--- src/rtl/key_pulse_pkg.sv ---
// key_pulse_pkg
// Shared constants and helpers for the key_pulse_bank button front end.
//   DEF_DEBOUNCE_50MHZ : 20 ms debounce window at 50 MHz
//   DEF_REPEAT_DELAY   : 0.5 s from press to first auto-repeat at 50 MHz
//   DEF_REPEAT_RATE    : 0.1 s between subsequent auto-repeats at 50 MHz
//   rep_phase_e        : auto-repeat phase (initial delay, then steady rate)
//   cnt_width()        : bits needed to hold a counter value 0..max_count
package key_pulse_pkg;

  localparam int DEF_DEBOUNCE_50MHZ = 1000000;
  localparam int DEF_REPEAT_DELAY   = 25000000;
  localparam int DEF_REPEAT_RATE    = 5000000;

  typedef enum logic {
    PH_DELAY = 1'b0,
    PH_RATE  = 1'b1
  } rep_phase_e;

  // Width of a counter that must represent every value from 0 up to max_count.
  function automatic int cnt_width(input int max_count);
    if (max_count < 1) begin
      cnt_width = 1;
    end else begin
      cnt_width = $clog2(max_count + 1);
    end
  endfunction

endpackage

--- src/rtl/key_debounce_channel.sv ---
// key_debounce_channel
// One button channel: input synchroniser, counter debouncer, one-cycle
// press/release strobes and optional auto-repeat.
// Ports:
//   clk           in  system clock
//   reset         in  asynchronous active-high reset
//   key_in        in  raw asynchronous key level
//   repeat_en     in  auto-repeat enable (quasi-static)
//   key_state     out debounced level, 1 = pressed
//   press_pulse   out registered strobe on press and on each repeat
//   release_pulse out registered strobe on release
//   press_next    out next-state value of press_pulse (lets the top register
//                     an OR that lines up with press_pulse)
module key_debounce_channel
  import key_pulse_pkg::*;
#(
  parameter int SYNC_STAGES     = 3,
  parameter int DEBOUNCE_CYCLES = DEF_DEBOUNCE_50MHZ,
  parameter bit ACTIVE_LOW      = 1'b1,
  parameter int REPEAT_DELAY    = DEF_REPEAT_DELAY,
  parameter int REPEAT_RATE     = DEF_REPEAT_RATE
) (
  input  logic clk,
  input  logic reset,
  input  logic key_in,
  input  logic repeat_en,
  output logic key_state,
  output logic press_pulse,
  output logic release_pulse,
  output logic press_next
);

  localparam int DB_W    = cnt_width(DEBOUNCE_CYCLES);
  localparam int RPT_MAX = (REPEAT_DELAY > REPEAT_RATE) ? REPEAT_DELAY : REPEAT_RATE;
  localparam int RP_W    = cnt_width(RPT_MAX);

  localparam logic [DB_W-1:0] DB_LAST    = DB_W'(DEBOUNCE_CYCLES - 1);
  localparam logic [DB_W-1:0] DB_ONE     = DB_W'(1);
  localparam logic [DB_W-1:0] DB_ZERO    = DB_W'(0);
  localparam logic [RP_W-1:0] DELAY_LAST = RP_W'(REPEAT_DELAY - 1);
  localparam logic [RP_W-1:0] RATE_LAST  = RP_W'(REPEAT_RATE - 1);
  localparam logic [RP_W-1:0] RP_ONE     = RP_W'(1);
  localparam logic [RP_W-1:0] RP_ZERO    = RP_W'(0);

  // Raw level that means "not pressed"; the synchroniser resets to it so
  // reset release never looks like an edge.
  localparam logic INACTIVE = ACTIVE_LOW ? 1'b1 : 1'b0;

  logic [SYNC_STAGES-1:0] sync_r;
  logic                   pressed_sync_s;
  logic [DB_W-1:0]        db_cnt_r;
  logic [DB_W-1:0]        db_cnt_next_s;
  logic                   toggle_s;
  logic [RP_W-1:0]        rpt_cnt_r;
  logic [RP_W-1:0]        rpt_cnt_next_s;
  rep_phase_e             rpt_phase_r;
  rep_phase_e             rpt_phase_next_s;
  logic                   rpt_fire_s;
  logic                   release_next_s;
  logic                   key_state_r;
  logic                   press_pulse_r;
  logic                   release_pulse_r;

  assign pressed_sync_s = sync_r[SYNC_STAGES-1] ^ ACTIVE_LOW;

  // Debounce: count consecutive disagreement cycles, flip on the terminal count.
  always_comb begin
    db_cnt_next_s = db_cnt_r;
    toggle_s      = 1'b0;
    if (pressed_sync_s == key_state_r) begin
      db_cnt_next_s = DB_ZERO;
    end else if (db_cnt_r == DB_LAST) begin
      toggle_s      = 1'b1;
      db_cnt_next_s = DB_ZERO;
    end else begin
      db_cnt_next_s = db_cnt_r + DB_ONE;
    end
  end

  // Auto-repeat: a release toggle cancels without firing, so the release
  // edge can never carry a press strobe.
  always_comb begin
    rpt_cnt_next_s   = rpt_cnt_r;
    rpt_phase_next_s = rpt_phase_r;
    rpt_fire_s       = 1'b0;
    if (toggle_s || !key_state_r || !repeat_en) begin
      rpt_cnt_next_s   = RP_ZERO;
      rpt_phase_next_s = PH_DELAY;
    end else begin
      case (rpt_phase_r)
        PH_DELAY: begin
          if (rpt_cnt_r == DELAY_LAST) begin
            rpt_fire_s       = 1'b1;
            rpt_cnt_next_s   = RP_ZERO;
            rpt_phase_next_s = PH_RATE;
          end else begin
            rpt_cnt_next_s = rpt_cnt_r + RP_ONE;
          end
        end
        PH_RATE: begin
          if (rpt_cnt_r == RATE_LAST) begin
            rpt_fire_s     = 1'b1;
            rpt_cnt_next_s = RP_ZERO;
          end else begin
            rpt_cnt_next_s = rpt_cnt_r + RP_ONE;
          end
        end
        default: begin
          rpt_cnt_next_s   = RP_ZERO;
          rpt_phase_next_s = PH_DELAY;
        end
      endcase
    end
  end

  assign press_next     = (toggle_s & ~key_state_r) | rpt_fire_s;
  assign release_next_s = toggle_s & key_state_r;

  // Channel state registers: synchroniser, counters, debounced level, strobes.
  always_ff @(posedge clk or posedge reset) begin
    if (reset) begin
      sync_r          <= {SYNC_STAGES{INACTIVE}};
      db_cnt_r        <= DB_ZERO;
      rpt_cnt_r       <= RP_ZERO;
      rpt_phase_r     <= PH_DELAY;
      key_state_r     <= 1'b0;
      press_pulse_r   <= 1'b0;
      release_pulse_r <= 1'b0;
    end else begin
      sync_r          <= {sync_r[SYNC_STAGES-2:0], key_in};
      db_cnt_r        <= db_cnt_next_s;
      rpt_cnt_r       <= rpt_cnt_next_s;
      rpt_phase_r     <= rpt_phase_next_s;
      key_state_r     <= key_state_r ^ toggle_s;
      press_pulse_r   <= press_next;
      release_pulse_r <= release_next_s;
    end
  end

  assign key_state     = key_state_r;
  assign press_pulse   = press_pulse_r;
  assign release_pulse = release_pulse_r;

endmodule

--- src/rtl/key_pulse_bank.sv ---
// key_pulse_bank
// Multi-channel debounced button front end with press/release strobes and
// per-channel auto-repeat, for the DE1-SoC demo tops.
// Ports:
//   clk           in  system clock (CLOCK_50)
//   reset         in  asynchronous active-high reset
//   key_in        in  [N_KEYS] raw asynchronous key/switch levels
//   repeat_en     in  [N_KEYS] per-channel auto-repeat enable
//   key_state     out [N_KEYS] debounced level, 1 = pressed
//   press_pulse   out [N_KEYS] one-cycle press / repeat strobe
//   release_pulse out [N_KEYS] one-cycle release strobe
//   any_press     out registered OR of press_pulse, aligned with it
module key_pulse_bank
  import key_pulse_pkg::*;
#(
  parameter int N_KEYS          = 4,
  parameter int SYNC_STAGES     = 3,
  parameter int DEBOUNCE_CYCLES = DEF_DEBOUNCE_50MHZ,
  parameter bit ACTIVE_LOW      = 1'b1,
  parameter int REPEAT_DELAY    = DEF_REPEAT_DELAY,
  parameter int REPEAT_RATE     = DEF_REPEAT_RATE
) (
  input  logic              clk,
  input  logic              reset,
  input  logic [N_KEYS-1:0] key_in,
  input  logic [N_KEYS-1:0] repeat_en,
  output logic [N_KEYS-1:0] key_state,
  output logic [N_KEYS-1:0] press_pulse,
  output logic [N_KEYS-1:0] release_pulse,
  output logic              any_press
);

  logic [N_KEYS-1:0] press_next_s;
  logic              any_press_r;

  for (genvar g = 0; g < N_KEYS; g++) begin : g_ch
    key_debounce_channel #(
      .SYNC_STAGES    (SYNC_STAGES),
      .DEBOUNCE_CYCLES(DEBOUNCE_CYCLES),
      .ACTIVE_LOW     (ACTIVE_LOW),
      .REPEAT_DELAY   (REPEAT_DELAY),
      .REPEAT_RATE    (REPEAT_RATE)
    ) u_ch (
      .clk          (clk),
      .reset        (reset),
      .key_in       (key_in[g]),
      .repeat_en    (repeat_en[g]),
      .key_state    (key_state[g]),
      .press_pulse  (press_pulse[g]),
      .release_pulse(release_pulse[g]),
      .press_next   (press_next_s[g])
    );
  end

  // Registering the OR of next-state strobes keeps any_press cycle-aligned
  // with the per-channel press_pulse registers.
  always_ff @(posedge clk or posedge reset) begin
    if (reset) begin
      any_press_r <= 1'b0;
    end else begin
      any_press_r <= |press_next_s;
    end
  end

  assign any_press = any_press_r;

endmodule

--- config.mk ---
export PLATFORM = sky130hd
export DESIGN_NAME = key_pulse_bank
export DESIGN_NICKNAME = d
export VERILOG_FILES = /design/src/rtl/key_pulse_pkg.sv /design/src/rtl/key_debounce_channel.sv /design/src/rtl/key_pulse_bank.sv
export SDC_FILE = /design/constraint.sdc
export NUM_CORES = 1
export LEC_CHECK = 0
export CAP_MARGIN = 20
export CORE_MARGIN = 2
export CORE_UTILIZATION = 45
export DETAILED_ROUTE_END_ITERATION = 16
export HOLD_SLACK_MARGIN = 0.02
export PLACE_DENSITY_LB_ADDON = 0.3
export SYNTH_ARGS = -nofsm -noshare
export SYNTH_HDL_FRONTEND = slang
export SYNTH_SLANG_ARGS = --single-unit
--- constraint.sdc ---
create_clock -name clk -period 12.5 [get_ports clk]
set_input_delay 3.125 -clock clk [delete_from_list [all_inputs] [get_ports clk]]
set_output_delay 3.125 -clock clk [all_outputs]
set_load 0.005 [all_outputs]
==> impl_results.md <==
* Crit path cell chain: clkdlybuf4s50_1
* Max Transition Viols Final at 0
* Critical Path End: key_state[2]
* Critical Path Start Type: flip-flop
* Fmax at 0.215 GHz
* Ys Warns at 0
* Routability-driven placement congestion ratio at 0.778
* Dominant cell type by area after synthesis: dfrtp_1
* Least-Margin Pin Slew at 1.05 ns
* Final TNS setup at 0 ns
* Vias/cell at 5.23
* Critical-path top delay cell: clkdlybuf4s50_1
* Pwr per Cell Area at 126 nW/um^2
* DRC Markers at 0
* Commonest non-fill, non-tap cell in the layout: nor2_1
* Largest net degree at the start of global routing at 128
* Post-DP HPWL at 11700 um
* Psw at 285 uW
* Sink Count at 209
* First-pass GRT wire length at 32200 um
* Crit path from: g_ch[2].u_ch.key_state
* Fin. Hold Viols at 0
* Worst min path class: flip-flop to flip-flop
* Initial Util at 46.1%
* I/O Buffers at 22
* Logic pwr share at 1.9%
* Die H at 154 um
* Layout cells sized above 1 at 5.94%
* Clock transition at the registers of the reported paths at 0.06 ns
* Number of global-route vias before repair at 6875
* Post-synth EDFFs at 0
* RSZ-0062 raised after global routing: no
* Buffer and inverter count on the worst path at 1
* Worst r2r dst: g_ch[1].u_ch.rpt_cnt_r[20]
* Syn Nets at 1041
* Place WS at 7.04 ns
* Mapped Cells at 1011
* Routed vias at 6925
* Flops & latches, synth at 209
* Initial antenna violation count at 0
* WP data required at 9.38 ns
* P_int at 1.14 mW
* Synth-to-Final Area Change at 12.0%
* PostCTS Resize Cnt at 0
* Crit Path Max Fanout at 6
* CTS Hold Buffers Added at 0
* Overall routing resource usage at 15.9%
* Flop pwr share at 48.4%
* Post-CTS Repair Setup Buffers at 0
* Most frequent cells in the layout: nor2_1, dfrtp_1, xor2_1
* Chip width at 154 um
* CP top delay family: buffers and inverters
* CTS tree: built
* CTS root buf: clkbuf_16
* I/O pins at 23
* Outcome: finished, final reports clean
* Final ANT Viol Nets at 0
* Clock share of power at 49.7%
* Clock skew at 0.00747 ns
* Core ar. at 21900 sq um
* Worst vdd ir at 0.0000882 V
* Synth Flop Type: dfrtp_1
* N_diodes at 0
* Tcrit/Tclk final at 37.1%
* Full die area at 23600 sq um
* CP Class: flip-flop to output pin
* CP arrival at 1.52 ns
* Max stage delay on crit path at 0.55 ns
* Worst setup slack after layout at 7.86 ns
* Post-synthesis cell type count at 43
* WL/cell at 13.7 um
* DRT iter0 DRCs at 438
* Cells on worst reg2reg path at 9
* Worst setup EP type: output pin
* Relative max-transition margin at 29.6%
* Stages on worst setup path at 1
* Ys async rst share at 100%
* CTS max path bufs at 3
* Congestion Overflow GR at 0
* Syn Std Cell Area at 10100 sq um
* Dpl cells at 1282
* Leakage at 4.68 nW
* Drt total wl at 18100 um
* H-Tree Depth at 1
* Syn avg cell area at 9.99 sq um
* Top post-synthesis cells by area: dfrtp_1, xor2_1, nor2_1
* Synth top area share at 48.8%
* Nets at 1059
* Minimum clock period at 4.64 ns
* First-pass DRT Iterations at 5
* Total CTS buffers at 23
* Sw Share at 20.0%
* Critical R2R Launch: g_ch[1].u_ch.db_cnt_r[16]
* Register area share after synthesis at 52.0%
* # rows at 54
* Final non-filler cell total at 1323
* Clk Latency, worst-skew pair at 0.50 ns
* # setup viols final at 0
* R2r setup slk at 9.55 ns
* Max_cap viols at 0
==> cell usage after synthesis (all sizes together), types with 10 or more instances <==
cell	n
xnor2	64
and4	12
and3	30
buf	25
nor4	16
dfrtp	197
nor2	217
xor2	105
nand4	49
nor4b	10
inv	28
nor3	19
ha	20
nand3	74
dfstp	12
nand2	65
==> flip-flops by register name, indices dropped and copies added (netlist names) <==
| name | flops |
|---|---|
| g_ch.u_ch.sync_r | 12 |
| g_ch.u_ch.rpt_cnt_r | 100 |
| g_ch.u_ch.db_cnt_r | 80 |
| g_ch.u_ch.rpt_phase_r | 4 |
| g_ch.u_ch.key_state | 4 |
| any_press | 1 |
| g_ch.u_ch.release_pulse | 4 |
| g_ch.u_ch.press_pulse | 4 |
==> metrics by stage <==
| stage | utilization [%] | power [mW] | hold WS (ns) | area [sq um] |
|---|---|---|---|---|
| 2_1_floorplan | - | 0.717 | 0.345 | 10100 |
| 3_3_place_gp | 47.9 | 0.728 | 0.346 | 10500 |
| 3_5_place_dp | 47.9 | 0.728 | 0.347 | 10500 |
| 4_1_cts | 51.5 | 1.44 | 0.355 | 11300 |
| 5_1_grt | 51.6 | 1.47 | 0.357 | 11300 |
| 6_report | 51.6 | 1.42 | 0.354 | 11300 |
==> routing by layer <==
| layer | track usage [%] | up-vias | wire length (um) |
|---|---|---|---|
| met1 | 23.0 | 3383 | 9090 |
| met4 | 4.02 | 0 | 279 |
| met5 | 0 | - | 0 |
| li1 | - | 3442 | - |
| met3 | 2.31 | 18 | 620 |
| met2 | 25.2 | 82 | 8090 |
==> worst min-delay path by stage <==
stage                      startpoint                      to  slack [ns]  cells after the start
2_1_floorplan  g_ch[0].u_ch.sync_r[0]  g_ch[0].u_ch.sync_r[1]        0.35                      0
3_3_place_gp   g_ch[1].u_ch.sync_r[0]  g_ch[1].u_ch.sync_r[1]        0.35                      0
3_5_place_dp   g_ch[1].u_ch.sync_r[1]  g_ch[1].u_ch.sync_r[2]        0.35                      0
6_report       g_ch[1].u_ch.sync_r[0]  g_ch[1].u_ch.sync_r[1]        0.35                      0
4_1_cts        g_ch[1].u_ch.sync_r[1]  g_ch[1].u_ch.sync_r[2]        0.35                      0
5_1_grt        g_ch[1].u_ch.sync_r[0]  g_ch[1].u_ch.sync_r[1]        0.36                      0
==> final cells by class <==
cell class | instances | area (sq um)
multi-input combinational | 742 | 4550
inverter | 28 | 113
sequential | 209 | 5250
fill | 2041 | 10600
timing repair buffer | 25 | 260
tap | 280 | 350
clock inverter | 9 | 173
clock buffer | 30 | 612
==> power groups by stage <==
stage          sequential, mW  clock, mW  combinational [mW]
6_report                0.688      0.706              0.0276
3_5_place_dp            0.700          0              0.0279
2_1_floorplan           0.699          0              0.0185
5_1_grt                 0.688      0.754              0.0326
4_1_cts                 0.688      0.728              0.0280
3_3_place_gp            0.700          0              0.0277
==> kinds of logic after synthesis <==
family | Yosys count | share of synthesized area, %
adders and majority gates | 20 | 2.48
xor gates and xnor gates | 169 | 14.7
and+or+nand+nor | 533 | 26.6
AOI/OAI and AO/OA | 20 | 1.36
buffers and inverters | 60 | 2.96
DFF | 209 | 52.0
No activity file was read; power rests on OpenSTA's default activity.
